===== src/rtl/mcu_spi_dac_out_pkg.sv =====
// Shared types and constants for the MCU-to-DAC return path.
// Latency: n/a (declarations only).
// Backpressure: n/a.
package mcu_spi_dac_out_pkg;

  localparam int WORD_W  = 16;
  localparam int DAC_W   = 12;
  localparam int FRAME_W = 4 + DAC_W;
  localparam logic [3:0] DAC_CFG = 4'b0111;

  typedef enum logic [1:0] {
    IDLE,
    SHIFT,
    GAP,
    LATCH
  } dac_state_t;

  // DAC serial frame: config header followed by the 12-bit code.
  function automatic logic [FRAME_W-1:0] dac_frame(input logic [3:0] cfg,
                                                   input logic [DAC_W-1:0] code);
    return {cfg, code};
  endfunction

endpackage


===== src/rtl/mcu_spi_dac_out_if.sv =====
// Pin bundle between the MCU SPI link, the sample tick and the DAC.
// Latency: n/a (wires only).
// Backpressure: rx_ready tells the MCU whether another word fits.
interface mcu_spi_dac_out_if;

  logic mcu_sck;
  logic mcu_sdi;
  logic mcu_cs_n;
  logic start_sample;
  logic rx_ready;
  logic dac_cs_n;
  logic dac_sdi;
  logic dac_ldac_n;
  logic underrun;
  logic overrun;

  modport master (
    output mcu_sck, mcu_sdi, mcu_cs_n, start_sample,
    input  rx_ready, dac_cs_n, dac_sdi, dac_ldac_n, underrun, overrun
  );

  modport slave (
    input  mcu_sck, mcu_sdi, mcu_cs_n, start_sample,
    output rx_ready, dac_cs_n, dac_sdi, dac_ldac_n, underrun, overrun
  );

endinterface


===== src/rtl/mcu_spi_dac_out_fifo.sv =====
// Small circular sample buffer with pointers mod DEPTH and an occupancy count.
// Latency: pushed word is readable on pop_dat the cycle after the push.
// Backpressure: push while full is only honoured together with a pop; pop while empty is ignored.
module sample_fifo #(
  parameter  int DEPTH  = 4,
  parameter  int WORD_W = 16,
  localparam int PTR_W  = $clog2(DEPTH),
  localparam int CNT_W  = $clog2(DEPTH + 1)
) (
  input  logic              clk,
  input  logic              reset,
  input  logic              push,
  input  logic [WORD_W-1:0] push_dat,
  input  logic              pop,
  output logic [WORD_W-1:0] pop_dat,
  output logic              full,
  output logic              empty,
  output logic [CNT_W-1:0]  count
);

  logic [WORD_W-1:0] mem [DEPTH];
  logic [PTR_W-1:0]  wr_ptr;
  logic [PTR_W-1:0]  rd_ptr;
  logic              do_push;
  logic              do_pop;

  assign full    = (count == CNT_W'(DEPTH));
  assign empty   = (count == '0);
  // A pop frees the slot in the same cycle, so a full FIFO still accepts a push alongside it.
  assign do_pop  = pop && !empty;
  assign do_push = push && (!full || do_pop);
  assign pop_dat = mem[rd_ptr];

  // Storage write; contents need no reset because count gates every read.
  always_ff @(posedge clk) begin
    if (do_push) mem[wr_ptr] <= push_dat;
  end

  // Pointer and occupancy bookkeeping.
  always_ff @(posedge clk) begin
    if (reset) begin
      wr_ptr <= '0;
      rd_ptr <= '0;
      count  <= '0;
    end else begin
      if (do_push) wr_ptr <= wr_ptr + 1'b1;
      if (do_pop)  rd_ptr <= rd_ptr + 1'b1;
      case ({do_push, do_pop})
        2'b10:   count <= count + 1'b1;
        2'b01:   count <= count - 1'b1;
        default: count <= count;
      endcase
    end
  end

endmodule


===== src/rtl/mcu_spi_dac_out.sv =====
// MCU SPI slave receiver feeding a sample FIFO that is played out to a 12-bit SPI DAC.
// Latency: completed MCU word reaches the DAC latch 18 clk after the next start_sample.
// Backpressure: rx_ready low when FIFO full; words arriving then are dropped and flag overrun.
module mcu_spi_dac_out #(
  parameter int         DEPTH   = 4,
  parameter int         WORD_W  = mcu_spi_dac_out_pkg::WORD_W,
  parameter logic [3:0] DAC_CFG = mcu_spi_dac_out_pkg::DAC_CFG
) (
  input logic               clk,
  input logic               reset,
  mcu_spi_dac_out_if.slave  io
);
  import mcu_spi_dac_out_pkg::*;

  localparam int CNT_W = $clog2(DEPTH + 1);
  localparam int BIT_W = $clog2(WORD_W);
  localparam int FBIT_W = $clog2(FRAME_W);

  // ---------------- MCU receive side ----------------
  logic [1:0] sck_sync;
  logic [1:0] sdi_sync;
  logic [1:0] cs_sync;
  logic       sck_prev;
  logic       sck_rise;

  // Two-flop synchronizers on the asynchronous MCU pins, plus edge history for sck.
  always_ff @(posedge clk) begin
    if (reset) begin
      sck_sync <= 2'b00;
      sdi_sync <= 2'b00;
      cs_sync  <= 2'b11;
      sck_prev <= 1'b0;
    end else begin
      sck_sync <= {sck_sync[0], io.mcu_sck};
      sdi_sync <= {sdi_sync[0], io.mcu_sdi};
      cs_sync  <= {cs_sync[0], io.mcu_cs_n};
      sck_prev <= sck_sync[1];
    end
  end

  assign sck_rise = sck_sync[1] && !sck_prev;

  // Only the low DAC_W bits of each word are kept; the upper nibble of the MCU
  // word carries nothing the DAC uses, so it simply shifts out of the register.
  logic [DAC_W-2:0] rx_shift;
  logic [BIT_W-1:0] rx_cnt;
  logic             push_vld;
  logic [DAC_W-1:0] push_dat;

  // Bit shifter and counter; the 16th bit registers a push for the next clk.
  always_ff @(posedge clk) begin
    if (reset) begin
      rx_shift <= '0;
      rx_cnt   <= '0;
      push_vld <= 1'b0;
      push_dat <= '0;
    end else begin
      push_vld <= 1'b0;
      if (cs_sync[1]) begin
        rx_cnt <= '0;
      end else if (sck_rise) begin
        rx_shift <= {rx_shift[DAC_W-3:0], sdi_sync[1]};
        if (rx_cnt == BIT_W'(WORD_W - 1)) begin
          push_vld <= 1'b1;
          push_dat <= {rx_shift, sdi_sync[1]};
          rx_cnt   <= '0;
        end else begin
          rx_cnt <= rx_cnt + 1'b1;
        end
      end
    end
  end

  // ---------------- FIFO ----------------
  logic             fifo_pop;
  logic [DAC_W-1:0] fifo_dat;
  logic             fifo_full;
  logic             fifo_empty;
  logic [CNT_W-1:0] fifo_count;

  sample_fifo #(
    .DEPTH  (DEPTH),
    .WORD_W (DAC_W)
  ) u_fifo (
    .clk      (clk),
    .reset    (reset),
    .push     (push_vld),
    .push_dat (push_dat),
    .pop      (fifo_pop),
    .pop_dat  (fifo_dat),
    .full     (fifo_full),
    .empty    (fifo_empty),
    .count    (fifo_count)
  );

  assign io.rx_ready = (fifo_count != CNT_W'(DEPTH));

  logic overrun_q;

  // Sticky overrun: a completed word found no room and no pop freeing a slot.
  always_ff @(posedge clk) begin
    if (reset) overrun_q <= 1'b0;
    else if (push_vld && fifo_full && !fifo_pop) overrun_q <= 1'b1;
  end

  // ---------------- DAC side ----------------
  dac_state_t         state;
  logic [FBIT_W-1:0]  bit_cnt;
  logic [FRAME_W-1:0] frame_sr;
  logic [DAC_W-1:0]   last_sample;
  logic [DAC_W-1:0]   next_sample;
  logic [FRAME_W-1:0] next_frame;
  logic               dac_cs_n_q;
  logic               dac_sdi_q;
  logic               dac_ldac_n_q;
  logic               underrun_q;

  assign fifo_pop    = (state == IDLE) && io.start_sample && !fifo_empty;
  assign next_sample = fifo_empty ? last_sample : fifo_dat;
  assign next_frame  = dac_frame(DAC_CFG, next_sample);

  // DAC frame sequencer: load on tick, shift 16 bits, deselect, pulse LDAC.
  always_ff @(posedge clk) begin
    if (reset) begin
      state        <= IDLE;
      bit_cnt      <= '0;
      frame_sr     <= '0;
      last_sample  <= {1'b1, {(DAC_W-1){1'b0}}};
      dac_cs_n_q   <= 1'b1;
      dac_sdi_q    <= 1'b0;
      dac_ldac_n_q <= 1'b1;
      underrun_q   <= 1'b0;
    end else begin
      case (state)
        IDLE: begin
          if (io.start_sample) begin
            dac_sdi_q  <= next_frame[FRAME_W-1];
            frame_sr   <= {next_frame[FRAME_W-2:0], 1'b0};
            dac_cs_n_q <= 1'b0;
            bit_cnt    <= '0;
            state      <= SHIFT;
            if (fifo_empty) underrun_q  <= 1'b1;
            else            last_sample <= fifo_dat;
          end
        end
        SHIFT: begin
          if (bit_cnt == FBIT_W'(FRAME_W - 1)) begin
            dac_cs_n_q <= 1'b1;
            dac_sdi_q  <= 1'b0;
            state      <= GAP;
          end else begin
            dac_sdi_q <= frame_sr[FRAME_W-1];
            frame_sr  <= {frame_sr[FRAME_W-2:0], 1'b0};
            bit_cnt   <= bit_cnt + 1'b1;
          end
        end
        GAP: begin
          dac_ldac_n_q <= 1'b0;
          state        <= LATCH;
        end
        LATCH: begin
          dac_ldac_n_q <= 1'b1;
          state        <= IDLE;
        end
        default: state <= IDLE;
      endcase
    end
  end

  assign io.dac_cs_n   = dac_cs_n_q;
  assign io.dac_sdi    = dac_sdi_q;
  assign io.dac_ldac_n = dac_ldac_n_q;
  assign io.underrun   = underrun_q;
  assign io.overrun    = overrun_q;

endmodule


===== src/flat_wrapper.sv =====
// flat-port wrapper written by rule: the top's interface ports become plain ports
module mcu_spi_dac_out_flat import mcu_spi_dac_out_pkg::*;
#(
  parameter int         DEPTH   = 4,
  parameter int         WORD_W  = mcu_spi_dac_out_pkg::WORD_W,
  parameter logic [3:0] DAC_CFG = mcu_spi_dac_out_pkg::DAC_CFG
)
  (clk, reset, io_mcu_sck, io_mcu_sdi, io_mcu_cs_n, io_start_sample, io_rx_ready, io_dac_cs_n, io_dac_sdi, io_dac_ldac_n, io_underrun, io_overrun);
  mcu_spi_dac_out_if io_i ();
  input logic clk;
  input logic reset;
  input wire logic [$bits(io_i.mcu_sck)-1:0] io_mcu_sck;
  input wire logic [$bits(io_i.mcu_sdi)-1:0] io_mcu_sdi;
  input wire logic [$bits(io_i.mcu_cs_n)-1:0] io_mcu_cs_n;
  input wire logic [$bits(io_i.start_sample)-1:0] io_start_sample;
  output wire logic [$bits(io_i.rx_ready)-1:0] io_rx_ready;
  output wire logic [$bits(io_i.dac_cs_n)-1:0] io_dac_cs_n;
  output wire logic [$bits(io_i.dac_sdi)-1:0] io_dac_sdi;
  output wire logic [$bits(io_i.dac_ldac_n)-1:0] io_dac_ldac_n;
  output wire logic [$bits(io_i.underrun)-1:0] io_underrun;
  output wire logic [$bits(io_i.overrun)-1:0] io_overrun;
  assign io_i.mcu_sck = io_mcu_sck;
  assign io_i.mcu_sdi = io_mcu_sdi;
  assign io_i.mcu_cs_n = io_mcu_cs_n;
  assign io_i.start_sample = io_start_sample;
  assign io_rx_ready = io_i.rx_ready;
  assign io_dac_cs_n = io_i.dac_cs_n;
  assign io_dac_sdi = io_i.dac_sdi;
  assign io_dac_ldac_n = io_i.dac_ldac_n;
  assign io_underrun = io_i.underrun;
  assign io_overrun = io_i.overrun;
  mcu_spi_dac_out #(.DEPTH(DEPTH), .WORD_W(WORD_W), .DAC_CFG(DAC_CFG)) u_core (.clk(clk), .reset(reset), .io(io_i));
endmodule

===== config.mk =====
export PLATFORM = sky130hd
export DESIGN_NAME = mcu_spi_dac_out_flat
export DESIGN_NICKNAME = d
export VERILOG_FILES = /design/src/rtl/mcu_spi_dac_out_pkg.sv /design/src/rtl/mcu_spi_dac_out_if.sv /design/src/rtl/mcu_spi_dac_out_fifo.sv /design/src/rtl/mcu_spi_dac_out.sv /design/src/flat_wrapper.sv
export SDC_FILE = /design/constraint.sdc
export NUM_CORES = 1
export LEC_CHECK = 0
export CAP_MARGIN = 5
export CORE_MARGIN = 2
export CORE_UTILIZATION = 55
export CTS_CLUSTER_SIZE = 10
export DETAILED_ROUTE_END_ITERATION = 10
export MAX_ROUTING_LAYER = met4
export PLACE_DENSITY = 0.8
export SLEW_MARGIN = 30
export SYNTH_ARGS = -nofsm -noshare
export SYNTH_HDL_FRONTEND = slang
export SYNTH_HIERARCHICAL = 1
export SYNTH_SLANG_ARGS = --single-unit

===== constraint.sdc =====
create_clock -name clk -period 3.7 [get_ports clk]
set_clock_uncertainty 0.05 [all_clocks]
set_input_delay 0.555 -clock clk [delete_from_list [all_inputs] [get_ports clk]]
set_output_delay 0.555 -clock clk [all_outputs]
set_load 0.03 [all_outputs]

==> run metrics <==
Rows=35; DR iter-0 viols=158; Die Area=10400 sq um; final slew viol count=0; Synth area leaders=dfxtp_1, edfxtp_1, mux4_2; fin worst setup slack=0.839 ns; Core ar.=9280 sq um; Final Cycle Share=0.773; CTS Buf Count=17; setup bufs post-CTS=0; pin count of the biggest net entering global routing=66; Max-Cap Viols=0; Worst EP required=4.05 ns; post-cts sizing count=0; vias in the first global route=3385; Port-buffer cells=11; status=finished clean; drt first pass iters=4; initial antenna violation count=0; post-synthesis sequential area ratio=0.583; Crit path buffers/inverters=2; CTS root buf=clkbuf_8; Synth Instances=463; die width=102 um; Synth area leader=dfxtp_1; Initial Util=0.570; Worst EP arrival=3.21 ns; Peak VDD IR=0.000411 V; Avg WL per Cell=15.6 um; post-synth top area share=0.310; clk_lat worst skew=0.51 ns; cell family with most CP delay=simple AND/OR/NAND/NOR gates; ys async rst share=0; syn_area_per_cell=11.4 sq um; Routed WL=9560 um; commonest non-fill, non-tap cell in the layout=dfxtp_1; critical path cell sequence=nor3_2 > buf_4 > nand3b_1 > inv_1 > o31a_1 > or2b_1 > fa_1 > nand2b_1 > o31ai_1 > mux2_1; Worst Max-Slew Pin Slew=0.835 ns; Leak=2.03 nW; Crit path largest cell delay=0.49 ns; Crit-path slowest cell=dfxtp_1; Syn-to-layout area delta=13.4%; worst hold slack=0.359 ns; CTS tree=built; Setup TNS Final=0 ns; Top Ports=12; clk sinks=130; max_slew headroom=0.427; GPL Wtd Cong=0.799; HP Class=flop to flop; post-synthesis cell area=5290 sq um; post-synthesis register bit count=130; H-tree levels=4; Post-Place Worst Slack=0.561 ns; Critical Path Fanout Max=14; first-pass GRT wire length=16300 um; unrepaired setup endpoints after global routing=no; Clock Path Buffers=2; Hold Vio Cnt, Final=0; fill count=725; Cell Pwr Density=561 nW/um^2; post-DP HPWL=6250 um; top_reg_cell synth=dfxtp_1; Vias/cell=5.62; fin crit period=2.86 ns; distinct cell type count after synthesis=49; combined area of the multi-input logic cells=2030 sq um; Critical Path Sink Type=flop; DRC Markers=0; number of routed nets with antenna violations=0; Worst Setup Start Kind=flop; nets=487; DIE HEIGHT=102 um; syn nets=481; Global Route Usage Sum=0.213; n_diodes=0; Remaining Overflow, GRT=0; Crit Path Class=flop to flop; commonest non-fill, non-tap cells in the layout=dfxtp_1, nand2_1, edfxtp_1, a21oi_1, o21ai_0; synth warn=6; Finish-stage setup viols=0; clock slew at reported path FFs=0.06 ns; Hold Buf Count CTS=0; number of synthesized flops with an enable pin=48; via count=3432; Reg area=3080 sq um; share of layout cells above drive strength 1=0.139; Peak Freq=350 MHz
-- synth_stat cells (all sizes together) (3+ instances only) --
cell and n:
a211oi 3, a21oi 44, and2 4, buf 12, clkbuf 18, dfxtp 82, edfxtp 48, ha 11
inv 10, mux2 13, mux2i 17, mux4 12, nand2 54, nand2b 3, nand3 19, nand3b 3
nand4 3, nor2 14, nor2b 6, nor3 8, nor4b 4, o211ai 12, o21ai 30, xor2 4
-- cell families after synthesis --
kind of cell               share of synthesized area
DFF                                            0.583
and+or+nand+nor                                0.123
AOI/OAI and AO/OA                              0.109
xor gates and xnor gates                     0.00993
buffers and inverters                         0.0350
adders and majority gates                     0.0298
muxes                                          0.111
-- sequential cells by signal, summed over array words and instances (netlist names), named ones only --
name and cells:
u_core/push_vld 1, u_core/io.overrun 1, u_core/bit_cnt 4, u_core/push_dat 12
u_core/io.dac_cs_n 1, u_core/io.dac_sdi 1, u_core/rx_cnt 4, u_core/sdi_sync 2
u_core/rx_shift 11, u_core/last_sample 12, u_core/u_fifo/rd_ptr 2, u_core/u_fifo/count 3
u_core/state 2, u_core/io.dac_ldac_n 1, u_core/u_fifo/wr_ptr 2, u_core/cs_sync 2
u_core/frame_sr 15, u_core/sck_sync 2, u_core/sck_prev 1, u_core/u_fifo/mem 48
u_core/io.underrun 1
-- stage by stage --
stage | instances | area (sq um) | utilization | total power, mW
2_1_floorplan | 463 | 5290 | - | 1.86
3_3_place_gp | 579 | 5460 | 0.588 | 1.92
3_5_place_dp | 579 | 5470 | 0.589 | 1.94
4_1_cts | 611 | 6000 | 0.646 | 3.39
5_1_grt | 611 | 6000 | 0.646 | 3.51
6_report | 611 | 6000 | 0.646 | 3.36
-- area by class of cell --
class / count / area share
flip-flops and latches: 130 / 0.514
multi-input cells: 292 / 0.339
clock buffers: 20 / 0.0742
well taps: 129 / 0.0269
repair buffers: 17 / 0.0250
clock inverters: 12 / 0.0142
inverters: 11 / 0.00688
-- power breakdown --
part	switching (mW)	internal, mW
combinational	0.220	0.137
sequential	0.0324	1.52
clock	0.595	0.857
total	0.848	2.52
-- routing by layer --
layer,track usage,wire length [um],part of all wire
met5,-,0,0
met2,0.351,4830,0.51
met1,0.252,4330,0.45
met3,0.0643,302,0.032
met4,0.0656,90,0.0094
-- final timing paths --
check	depth (start not counted)	startpoint	slack, ns	to
worst max-delay path	10	u_core/u_fifo/count[0]$_SDFFE_PP0P_	0.84	u_core/u_fifo/count[2]$_SDFFE_PP0P_
worst min-delay path	1	u_core/cs_sync[0]$_SDFF_PP1_	0.36	u_core/cs_sync[1]$_SDFF_PP1_
worst max register to register	10	u_core/u_fifo/count[0]$_SDFFE_PP0P_	0.84	u_core/u_fifo/count[2]$_SDFFE_PP0P_
worst min register to register	1	u_core/cs_sync[0]$_SDFF_PP1_	0.36	u_core/cs_sync[1]$_SDFF_PP1_
Power figures use the tool's default switching activity.
